`config.mk`:
```
export PLATFORM = sky130hd
export DESIGN_NAME = bp_update_scheduler
export DESIGN_NICKNAME = d
export VERILOG_FILES = /design/src/rtl/bp_update_scheduler_pkg.sv /design/src/rtl/bp_update_fifo.sv /design/src/rtl/bp_update_scheduler.sv
export SDC_FILE = /design/constraint.sdc
export NUM_CORES = 1
export LEC_CHECK = 0
export ABC_AREA = 1
export BUFFER_PORTS_ARGS = -buffer_cell sky130_fd_sc_hd__buf_2
export CAP_MARGIN = 15
export CORE_MARGIN = 5
export CORE_UTILIZATION = 45
export DETAILED_ROUTE_END_ITERATION = 8
export PLACE_DENSITY = 0.65
export SLEW_MARGIN = 20
export SYNTH_ARGS = -nofsm -noshare
export SYNTH_HDL_FRONTEND = slang
export SYNTH_SLANG_ARGS = --single-unit
```
`constraint.sdc`:
```
create_clock -name clk -period 13.89 [get_ports clk]
set_clock_uncertainty 0.2 [all_clocks]
set_input_delay 2.778 -clock clk [delete_from_list [all_inputs] [get_ports clk]]
set_output_delay 2.778 -clock clk [all_outputs]
set_load 0.01 [all_outputs]
```
`src/rtl/bp_update_scheduler_pkg.sv`:
```
// Shared types for the branch-target update scheduler.
//   BTUpdate       : one branch-target update (valid qualifier, source PC, target)
//   BPSchedState_t : scheduler FSM state (CLEAR sweep / RUN)
//   sat_add8       : 8-bit saturating add used by the drop counter
package bp_update_scheduler_pkg;

    typedef struct packed {
        logic        valid;
        logic [31:0] src;
        logic [31:0] dst;
    } BTUpdate;

    typedef enum logic {
        CLEAR = 1'b0,
        RUN   = 1'b1
    } BPSchedState_t;

    function automatic logic [7:0] sat_add8(input logic [7:0] a, input logic [7:0] b);
        logic [8:0] sum;
        sum = {1'b0, a} + {1'b0, b};
        return sum[8] ? 8'hFF : sum[7:0];
    endfunction

endpackage

```
`src/rtl/bp_update_fifo.sv`:
```
// Multi-write / single-read update FIFO with flush.
// Up to NUM_IN entries are written per cycle, packed in ascending input order
// starting at the write pointer. The caller only raises as many wr_en_i bits
// as there are free slots (counting the same-cycle read).
// Pointers are log2(DEPTH)+1 bits wide; the extra MSB distinguishes full from empty.
// Ports:
//   clk, rst        : clock, synchronous active-low reset
//   flush_i         : drop all entries (pointers back to 0)
//   wr_en_i/wr_data_i : per-input write strobes and data
//   rd_en_i         : pop the head (ignored when empty)
//   head_o          : entry at the read pointer
//   empty_o, full_o, count_o : occupancy status
module bp_update_fifo
    import bp_update_scheduler_pkg::*;
#(
    parameter int NUM_IN = 2,
    parameter int DEPTH  = 4
) (
    input  logic                     clk,
    input  logic                     rst,
    input  logic                     flush_i,
    input  logic [NUM_IN-1:0]        wr_en_i,
    input  BTUpdate                  wr_data_i [NUM_IN],
    input  logic                     rd_en_i,
    output BTUpdate                  head_o,
    output logic                     empty_o,
    output logic                     full_o,
    output logic [$clog2(DEPTH):0]   count_o
);

    localparam int AW = $clog2(DEPTH);
    localparam int PW = AW + 1;

    BTUpdate       mem_q [DEPTH];
    logic [PW-1:0] wptr_q, wptr_d;
    logic [PW-1:0] rptr_q, rptr_d;
    logic [PW-1:0] offs [NUM_IN];
    logic [PW-1:0] n_wr;

    // Slot offset of each write = number of enabled writes below it.
    always_comb begin
        n_wr = '0;
        for (int i = 0; i < NUM_IN; i++) begin
            offs[i] = n_wr;
            if (wr_en_i[i]) begin
                n_wr = n_wr + PW'(1);
            end
        end
    end

    always_comb begin
        wptr_d = wptr_q;
        rptr_d = rptr_q;
        if (flush_i) begin
            wptr_d = '0;
            rptr_d = '0;
        end else begin
            wptr_d = wptr_q + n_wr;
            if (rd_en_i && !empty_o) begin
                rptr_d = rptr_q + PW'(1);
            end
        end
    end

    always_ff @(posedge clk) begin
        if (!rst) begin
            wptr_q <= '0;
            rptr_q <= '0;
        end else begin
            wptr_q <= wptr_d;
            rptr_q <= rptr_d;
        end
    end

    always_ff @(posedge clk) begin
        if (rst && !flush_i) begin
            for (int i = 0; i < NUM_IN; i++) begin
                if (wr_en_i[i]) begin
                    mem_q[AW'(wptr_q + offs[i])] <= wr_data_i[i];
                end
            end
        end
    end

    assign empty_o = (wptr_q == rptr_q);
    assign full_o  = (wptr_q[AW-1:0] == rptr_q[AW-1:0]) && (wptr_q[AW] != rptr_q[AW]);
    assign count_o = wptr_q - rptr_q;
    assign head_o  = mem_q[rptr_q[AW-1:0]];

endmodule

```
`src/rtl/bp_update_scheduler.sv`:
```
// Branch-target update scheduler: queues BTB target updates from NUM_IN branch
// units, presents them one at a time to the BTB in FIFO order, and runs a
// full-table clear sweep after reset or on an icache clear request.
// Optional build macro: BPSCHED_FIFO_BYPASS_EN (same-cycle forward of the
// lowest-index valid update when the FIFO is empty and the BTB is ready).
// Ports:
//   clk, rst         : clock, synchronous active-low reset
//   IN_clearICache   : start (or restart) a clear sweep, discarding queued updates
//   IN_btUpdates     : per-requester updates
//   IN_btbReady      : BTB accepts an update or clear write this cycle
//   OUT_btUpdate     : update to the BTB (.valid qualifies)
//   OUT_clrValid/OUT_clrIdx : clear-write strobe and index
//   OUT_stall        : fetch stall while clearing
//   OUT_dropCnt      : saturating count of updates lost to a full FIFO
//   OUT_busy         : clear active or FIFO non-empty
//
// state | meaning
// CLEAR | sweeping BTB indices 0..NUM_IDX-1, updates ignored, fetch stalled
// RUN   | accepting updates and draining the FIFO to the BTB
module bp_update_scheduler
    import bp_update_scheduler_pkg::*;
#(
    parameter int NUM_IN  = 2,
    parameter int DEPTH   = 4,
    parameter int NUM_IDX = 1024
) (
    input  logic                        clk,
    input  logic                        rst,
    input  logic                        IN_clearICache,
    input  BTUpdate                     IN_btUpdates [NUM_IN],
    input  logic                        IN_btbReady,
    output BTUpdate                     OUT_btUpdate,
    output logic                        OUT_clrValid,
    output logic [$clog2(NUM_IDX)-1:0]  OUT_clrIdx,
    output logic                        OUT_stall,
    output logic [7:0]                  OUT_dropCnt,
    output logic                        OUT_busy
);

    localparam int IW = $clog2(NUM_IDX);
    localparam int PW = $clog2(DEPTH) + 1;
    localparam logic [IW-1:0] IDX_LAST = IW'(NUM_IDX - 1);

    BPSchedState_t state_q, state_d;
    logic [IW-1:0] clr_idx_q, clr_idx_d;
    logic [7:0]    drop_cnt_q, drop_cnt_d;

    BTUpdate       fifo_head;
    logic          fifo_empty, fifo_full;
    logic [PW-1:0] fifo_count;
    logic [NUM_IN-1:0] wr_en;
    logic [NUM_IN-1:0] byp_sel;
    logic          deq, flush;
    logic [PW-1:0] free_slots, n_acc;
    logic [7:0]    n_drop;

    always_ff @(posedge clk) begin
        if (!rst) begin
            state_q    <= CLEAR;
            clr_idx_q  <= '0;
            drop_cnt_q <= '0;
        end else begin
            state_q    <= state_d;
            clr_idx_q  <= clr_idx_d;
            drop_cnt_q <= drop_cnt_d;
        end
    end

    always_comb begin
        state_d   = state_q;
        clr_idx_d = clr_idx_q;
        case (state_q)
            CLEAR: begin
                if (IN_clearICache) begin
                    clr_idx_d = '0;
                end else if (IN_btbReady) begin
                    if (clr_idx_q == IDX_LAST) begin
                        state_d   = RUN;
                        clr_idx_d = '0;
                    end else begin
                        clr_idx_d = clr_idx_q + IW'(1);
                    end
                end
            end
            RUN: begin
                if (IN_clearICache) begin
                    state_d   = CLEAR;
                    clr_idx_d = '0;
                end
            end
            default: begin
                state_d   = CLEAR;
                clr_idx_d = '0;
            end
        endcase
    end

    assign deq   = (state_q == RUN) && !fifo_empty && IN_btbReady;
    assign flush = (state_q == RUN) && IN_clearICache;

`ifdef BPSCHED_FIFO_BYPASS_EN
    BTUpdate byp_upd;
    logic    byp_hit;

    always_comb begin
        byp_sel = '0;
        byp_hit = 1'b0;
        byp_upd = '0;
        if (rst && (state_q == RUN) && !IN_clearICache && fifo_empty && IN_btbReady) begin
            for (int i = 0; i < NUM_IN; i++) begin
                if (IN_btUpdates[i].valid && !byp_hit) begin
                    byp_hit    = 1'b1;
                    byp_sel[i] = 1'b1;
                    byp_upd    = IN_btUpdates[i];
                end
            end
        end
    end
`else
    assign byp_sel = '0;
`endif

    // Free slots include the head leaving this cycle, so a full FIFO being
    // drained still takes one new entry. Lowest requester indices win.
    always_comb begin
        wr_en      = '0;
        n_acc      = '0;
        n_drop     = '0;
        free_slots = fifo_full ? PW'(deq) : (PW'(DEPTH) - fifo_count + PW'(deq));
        if ((state_q == RUN) && !IN_clearICache) begin
            for (int i = 0; i < NUM_IN; i++) begin
                if (IN_btUpdates[i].valid && !byp_sel[i]) begin
                    if (n_acc < free_slots) begin
                        wr_en[i] = 1'b1;
                        n_acc    = n_acc + PW'(1);
                    end else begin
                        n_drop = n_drop + 8'd1;
                    end
                end
            end
        end
        drop_cnt_d = sat_add8(drop_cnt_q, n_drop);
    end

    bp_update_fifo #(
        .NUM_IN (NUM_IN),
        .DEPTH  (DEPTH)
    ) u_fifo (
        .clk       (clk),
        .rst       (rst),
        .flush_i   (flush),
        .wr_en_i   (wr_en),
        .wr_data_i (IN_btUpdates),
        .rd_en_i   (deq),
        .head_o    (fifo_head),
        .empty_o   (fifo_empty),
        .full_o    (fifo_full),
        .count_o   (fifo_count)
    );

    // While rst is low the safe values are forced so the fetch side sees a
    // stall even before the first reset edge has landed.
    always_comb begin
        OUT_clrValid       = (state_q == CLEAR) || !rst;
        OUT_stall          = (state_q == CLEAR) || !rst;
        OUT_busy           = (state_q == CLEAR) || !fifo_empty || !rst;
        OUT_clrIdx         = clr_idx_q;
        OUT_dropCnt        = drop_cnt_q;
        OUT_btUpdate       = fifo_head;
        OUT_btUpdate.valid = rst && (state_q == RUN) && !fifo_empty;
`ifdef BPSCHED_FIFO_BYPASS_EN
        if (byp_hit) begin
            OUT_btUpdate       = byp_upd;
            OUT_btUpdate.valid = 1'b1;
        end
`endif
    end

endmodule

```
=== Yosys cells after proc, flatten, opt, wreduce, memory -nomap -nowiden ===
Memory sizes are Yosys's and may differ from the RTL's. A register that Yosys moved wholly into a read port is not among the register bits.
Cells that the tools add are included.

* Register bits after elaboration: 25
* Memory bits (writable): 260
* Input port bits: 134
* Output and inout port bits: 86
* Word-level logic and storage cells: 80
* Memories: 1

{| class="wikitable"
|+ Memories
! memory !! words !! width !! read ports !! clocked after memory_dff !! wr ports !! line !! text
|-
| u_fifo.mem_q || 4 || 65 || 1 || 1 || 2 || bp_update_fifo.sv:34 || <nowiki>BTUpdate mem_q [DEPTH];</nowiki>
|}

* Add/subtract/negate cells: 10
* Order comparisons: 2
* Equality and inequality tests: 6
* Mux-type cells: 36
* Bitwise gates (word level): 2
* Reductions and logical operators: 18

{| class="wikitable"
|+ Operators with widths
! kind !! count
|-
| 10-bit two-way mux || 4
|-
| 8-bit two-way mux || 5
|-
| 10-bit one-hot mux with 2 select lines || 1
|-
| 1-bit two-way mux || 19
|-
| 10-bit by 1-bit adder with 10-bit output, second input constant || 1
|-
| 10-bit equality test, second input constant || 1
|-
| 8-bit by 8-bit adder with 9-bit output || 1
|-
| 1-bit logical AND || 9
|-
| 3-bit two-way mux || 3
|-
| 8-bit by 1-bit adder with 8-bit output, second input constant || 1
|-
| 2-bit two-way mux || 3
|-
| 1-bit zero test || 4
|-
| 3-bit by 1-bit adder with 3-bit output || 1
|-
| 3-bit by 1-bit adder with 3-bit output, second input constant || 1
|-
| 3-bit adder || 1
|-
| 3-bit equality test || 1
|-
| 1-bit logical OR || 3
|-
| 1-bit by 3-bit < comparator with 1-bit output, first input constant || 1
|-
| 3-bit < comparator || 1
|-
| 3-bit != test, second input constant || 1
|-
| 3-bit subtractor || 1
|-
| 3-bit subtractor, first input constant || 1
|-
| 1-bit by 1-bit adder with 2-bit output, second input constant || 1
|-
| 2-bit by 1-bit adder with 2-bit output || 1
|-
| other kinds (7) || 8
|}

=== Logic depth before layout (Yosys ltp) ===
* Word-level depth: 18
* Gate-level depth with buffers: 27
* Gate-level depth less buffers: 27

=== By module ===
From an unflattened synthesis, not the netlist that was laid out.

* Cell total of the unflattened synthesis: 1741
* Area, all modules: 14736.6 sq um

{| class="wikitable"
|+ Modules (own cells, without submodules)
! module !! instances !! cells each !! area an instance (sq um) !! seq. area each (sq um)
|-
| bp_update_fifo || 1 || 1554 || 13508.0 || 7967.6
|-
| bp_update_scheduler || 1 || 187 || 1228.7 || 380.4
|}

=== Least setup slack after synthesis ===
OpenSTA, ideal clock, no wires.

* Path kind: input to register
* Start point: input port IN_btbReady
* End point: memory u_fifo.mem_q[0][0] (netlist name) (enable)
* Arrival: 6.449 ns
* Data required time: 13.266 ns
* Setup slack: 6.817 ns
* Cell stages on the path: 17
* Cell sequence: nand2_1 > nor2_1 > ha_1 > fa_1 > inv_1 > nand3_1 > nand2_1 > nand2_1 > nand2_1 > nor2_1 > ha_1 > xnor2_1 > inv_1 > nor2_1 > nand4_1 > clkbuf_1 > nand2_1

{| class="wikitable"
|+ RTL lines
! item !! line !! text
|-
| start: declaration || bp_update_scheduler.sv:31 || <nowiki>input logic IN_btbReady,</nowiki>
|-
| end: declaration || bp_update_fifo.sv:34 ||
|}

==> results.md <==
- Worst-path fanout max: 64
- Synth warn: 0
- Synth Net Count: 1901
- Max-Cap Viols: 0
- Leakage power: 7.218 nW
- Area growth from synthesis to final layout: 14.72%
- Post-CTS Hold Buffers: 0
- Hold Path End: OUT_clrIdx[9]
- Num CTS Buffers: 34
- Worst-path clk slew: roughly 0.06 ns
- WHS: 0.2941 ns
- Pin count of the biggest net entering global routing: 263
- DIE HEIGHT: 193.3 um
- Worst setup margin: between 7 and 8 ns
- Setup TNS: 0 ns
- Sequential Area: 8233 um2
- Seq cells post-synth: 283
- Fraction of layout cells with a size suffix above 1: 15.66%
- Reg2reg end: u_fifo.mem_q[0][35]
- Avg Vias per Cell: 5.887
- Crit end category: flop
- Synth area leader: edfxtp_1
- Longest Clk Path Bufs: 3
- HP Class: reg -> reg
- Hold path depth: 2
- Critical Setup Path Class: in -> reg
- Initial Util: 45.32%
- Hold Vio Cnt, Final: 0
- Critical Path Source Type: input port
- Flop2flop setup slack: 8.51 ns
- Die Wd: 193.3 um
- Post-CTS Repair Setup Buffers: 0
- GPL Wtd Cong: 0.8323
- Power density cells: 106.1 nW/um2
- Synthesized netlist cell count: 1753
- Most frequent cells in the layout: nand2_1 (573), nand4_1 (266), edfxtp_1 (256)
- Vias in the first global route: approximately 13000
- Post-synth top area share: between 50% and 60%
- Hold_sp: OUT_clrIdx[9]
- Final Critical Period: about 6.6 ns
- CTS resizes: 0
- GRT Total Usage: 24.25%
- Commonest non-fill, non-tap cell in the layout: nand2_1
- I/O pin count: between 200 and 250
- Filler cell count: around 3200
- Sequential share of the synthesized area: 54.41%
- Main area contributors after synthesis: edfxtp_1 (51%), nand2_1 (14%), nand4_1 (11%)
- Dpl ws: 6.730 ns
- IO Port Bufs: between 200 and 250
- Max-slew violation count: 0
- FP Rows: 67
- Required @ worst endpoint: 13.81 ns
- Average cell area after synthesis: approximately 8.6 um2
- # nets final: 2015
- Initial DRC Count: 1115
- DRC: 0
- Dpl cells: 2279
- Util after Layout: 51.99%
- Skew-Pair Late Insertion Delay: 0.50 ns
- Worst-Margin Slew: 1.406 ns
- FF-to-FF path depth: 21
- CTS root buffer: clkbuf_16
- Outcome: finished clean
- GR Overflow Total: 0
- Synthesized area: ~15000 um2
- Final Cycle Share: 47.67%
- Initial antenna violation count: 11
- Finished Layout Cells: 2343
- Data arrival time of the critical path: 6.55 ns
- Clk sinks: 283
- Post-route antenna net violation count: 0
- First-pass DRT Iterations: 6
- Core area: 33360 um2
- Detailed Route WL: 47.65 mm
- Post-detail-place hpwl: 25.18 mm
- Global-route wire length before repair: approximately 74 mm
- Slew Limit Headroom: 6.296%
- RSZ-0062 raised after global routing: no
- Via count: 13790
- FMAX: between 150 and 200 MHz
- Reg2reg start: u_fifo.wptr_q[1]
- Endpoints failing setup: 0
- Multi-input logic area: between 6000 and 7000 um2
- H-tree levels: 2
- VDD IR max: 83.21 uV
- Wire per inst: between 20 and 25 um
- CTS tree: yes
- Die ar.: ~37000 um2
- Distinct cells, synth: 30
==> synthesized netlist by cell type (all sizes together) <==
master / n
or2: 1
o22ai: 64
xor2: 2
nor2: 159
nor3: 2
a211oi: 1
a21oi: 19
nand4: 266
dfxtp: 27
o21ai: 140
a31oi: 1
o21a: 1
ha: 11
fa: 3
nand2: 577
buf: 56
clkbuf: 101
nand3: 12
o21bai: 1
clkinv: 1
edfxtp: 256
xnor2: 4
inv: 48
==> cells by family (layout without fill, tap and decap cells) <==
group                    Yosys count  in the layout  share of synthesized area, %
AO/OA/AOI/OAI                    227            227                         8.200
AND/OR/NAND/NOR                 1017           1017                         29.85
buffers and inverters            206            343                         5.883
other                              0              5                             0
XOR/XNOR                           6              6                        0.3475
adder cells (fa/ha/maj)           14             14                         1.307
flip-flops                       283            283                         54.41
==> where the power goes <==
| part | switching, mW | internal (mW) | total, mW |
|---|---|---|---|
| Sequential | 0.000298 | 0.927 | 0.927 |
| Clock | 0.339 | 0.484 | 0.822 |
| Combinational | 0.0591 | 0.0319 | 0.0910 |
| Total | 0.398 | 1.44 | 1.84 |
==> how the worst max path moves through the flow <==
stage | depth (start not counted) | slack, ns | to | from
6_report | 17 | 7.27 | u_fifo.mem_q[0][35] | IN_btbReady
5_1_grt | 17 | 6.95 | u_fifo.mem_q[0][33] | IN_btbReady
4_1_cts | 17 | 7.26 | u_fifo.mem_q[0][49] | IN_btbReady
3_5_place_dp | 17 | 6.73 | u_fifo.mem_q[0][41] | IN_btbReady
3_3_place_gp | 17 | 6.88 | u_fifo.mem_q[0][41] | IN_btbReady
2_1_floorplan | 17 | 6.82 | u_fifo.mem_q[0][0] | IN_btbReady
==> area by class of cell <==
| cell class | count | share of cell area [%] |
|---|---|---|
| multi-input combinational | 1264 | 35.10 |
| inverter | 49 | 1.075 |
| tap | 448 | 3.231 |
| antenna | 5 | 0.07213 |
| sequential | 283 | 47.46 |
| clock inverter | 10 | 0.2452 |
| clock buffer | 49 | 5.597 |
| timing repair buffer | 235 | 7.220 |
==> worst max-delay path, cell delays in order <==
cell and delay (ns):
buf_2 0.10, nand2_1 0.07, nor2_1 0.28, ha_1 0.23, fa_1 0.41, inv_1 0.06
nand3_1 0.07, nand2_1 0.14, nand2_1 0.16, nand2_1 0.09, nor2_1 0.05, ha_1 0.19
xnor2_1 0.47, inv_1 0.22, nor2_4 0.13, nand4_1 0.19, nand2_4 0.86
==> through the flow <==
stage / total power, mW / cell area, um2
6_report: 1.841 / 17350
5_1_grt: 1.899 / 17340
4_1_cts: 1.849 / 17310
3_5_place_dp: 1.034 / 16300
3_3_place_gp: 1.031 / 16270
2_1_floorplan: 0.9898 / 15120
==> registers in the layout, summed over array words and instances (netlist names), named ones only <==
name	cells
u_fifo.mem_q	256
u_fifo.wptr_q	3
u_fifo.rptr_q	3
OUT_clrIdx	10
OUT_dropCnt	8
state_q	1
==> layer usage <==
| metal | routed length [um] | vias to the layer above | part of all wire (%) | track usage, % |
|---|---|---|---|---|
| li1 | - | 6458 | - | - |
| met1 | 19550 | 6582 | 41 | 32.51 |
| met2 | 22690 | 662 | 48 | 40.42 |
| met3 | 4561 | 75 | 9.6 | 5.688 |
| met4 | 748 | 16 | 1.6 | 5.507 |
| met5 | 99 | - | 0.21 | 0 |
(Power assumes the default switching activity.)
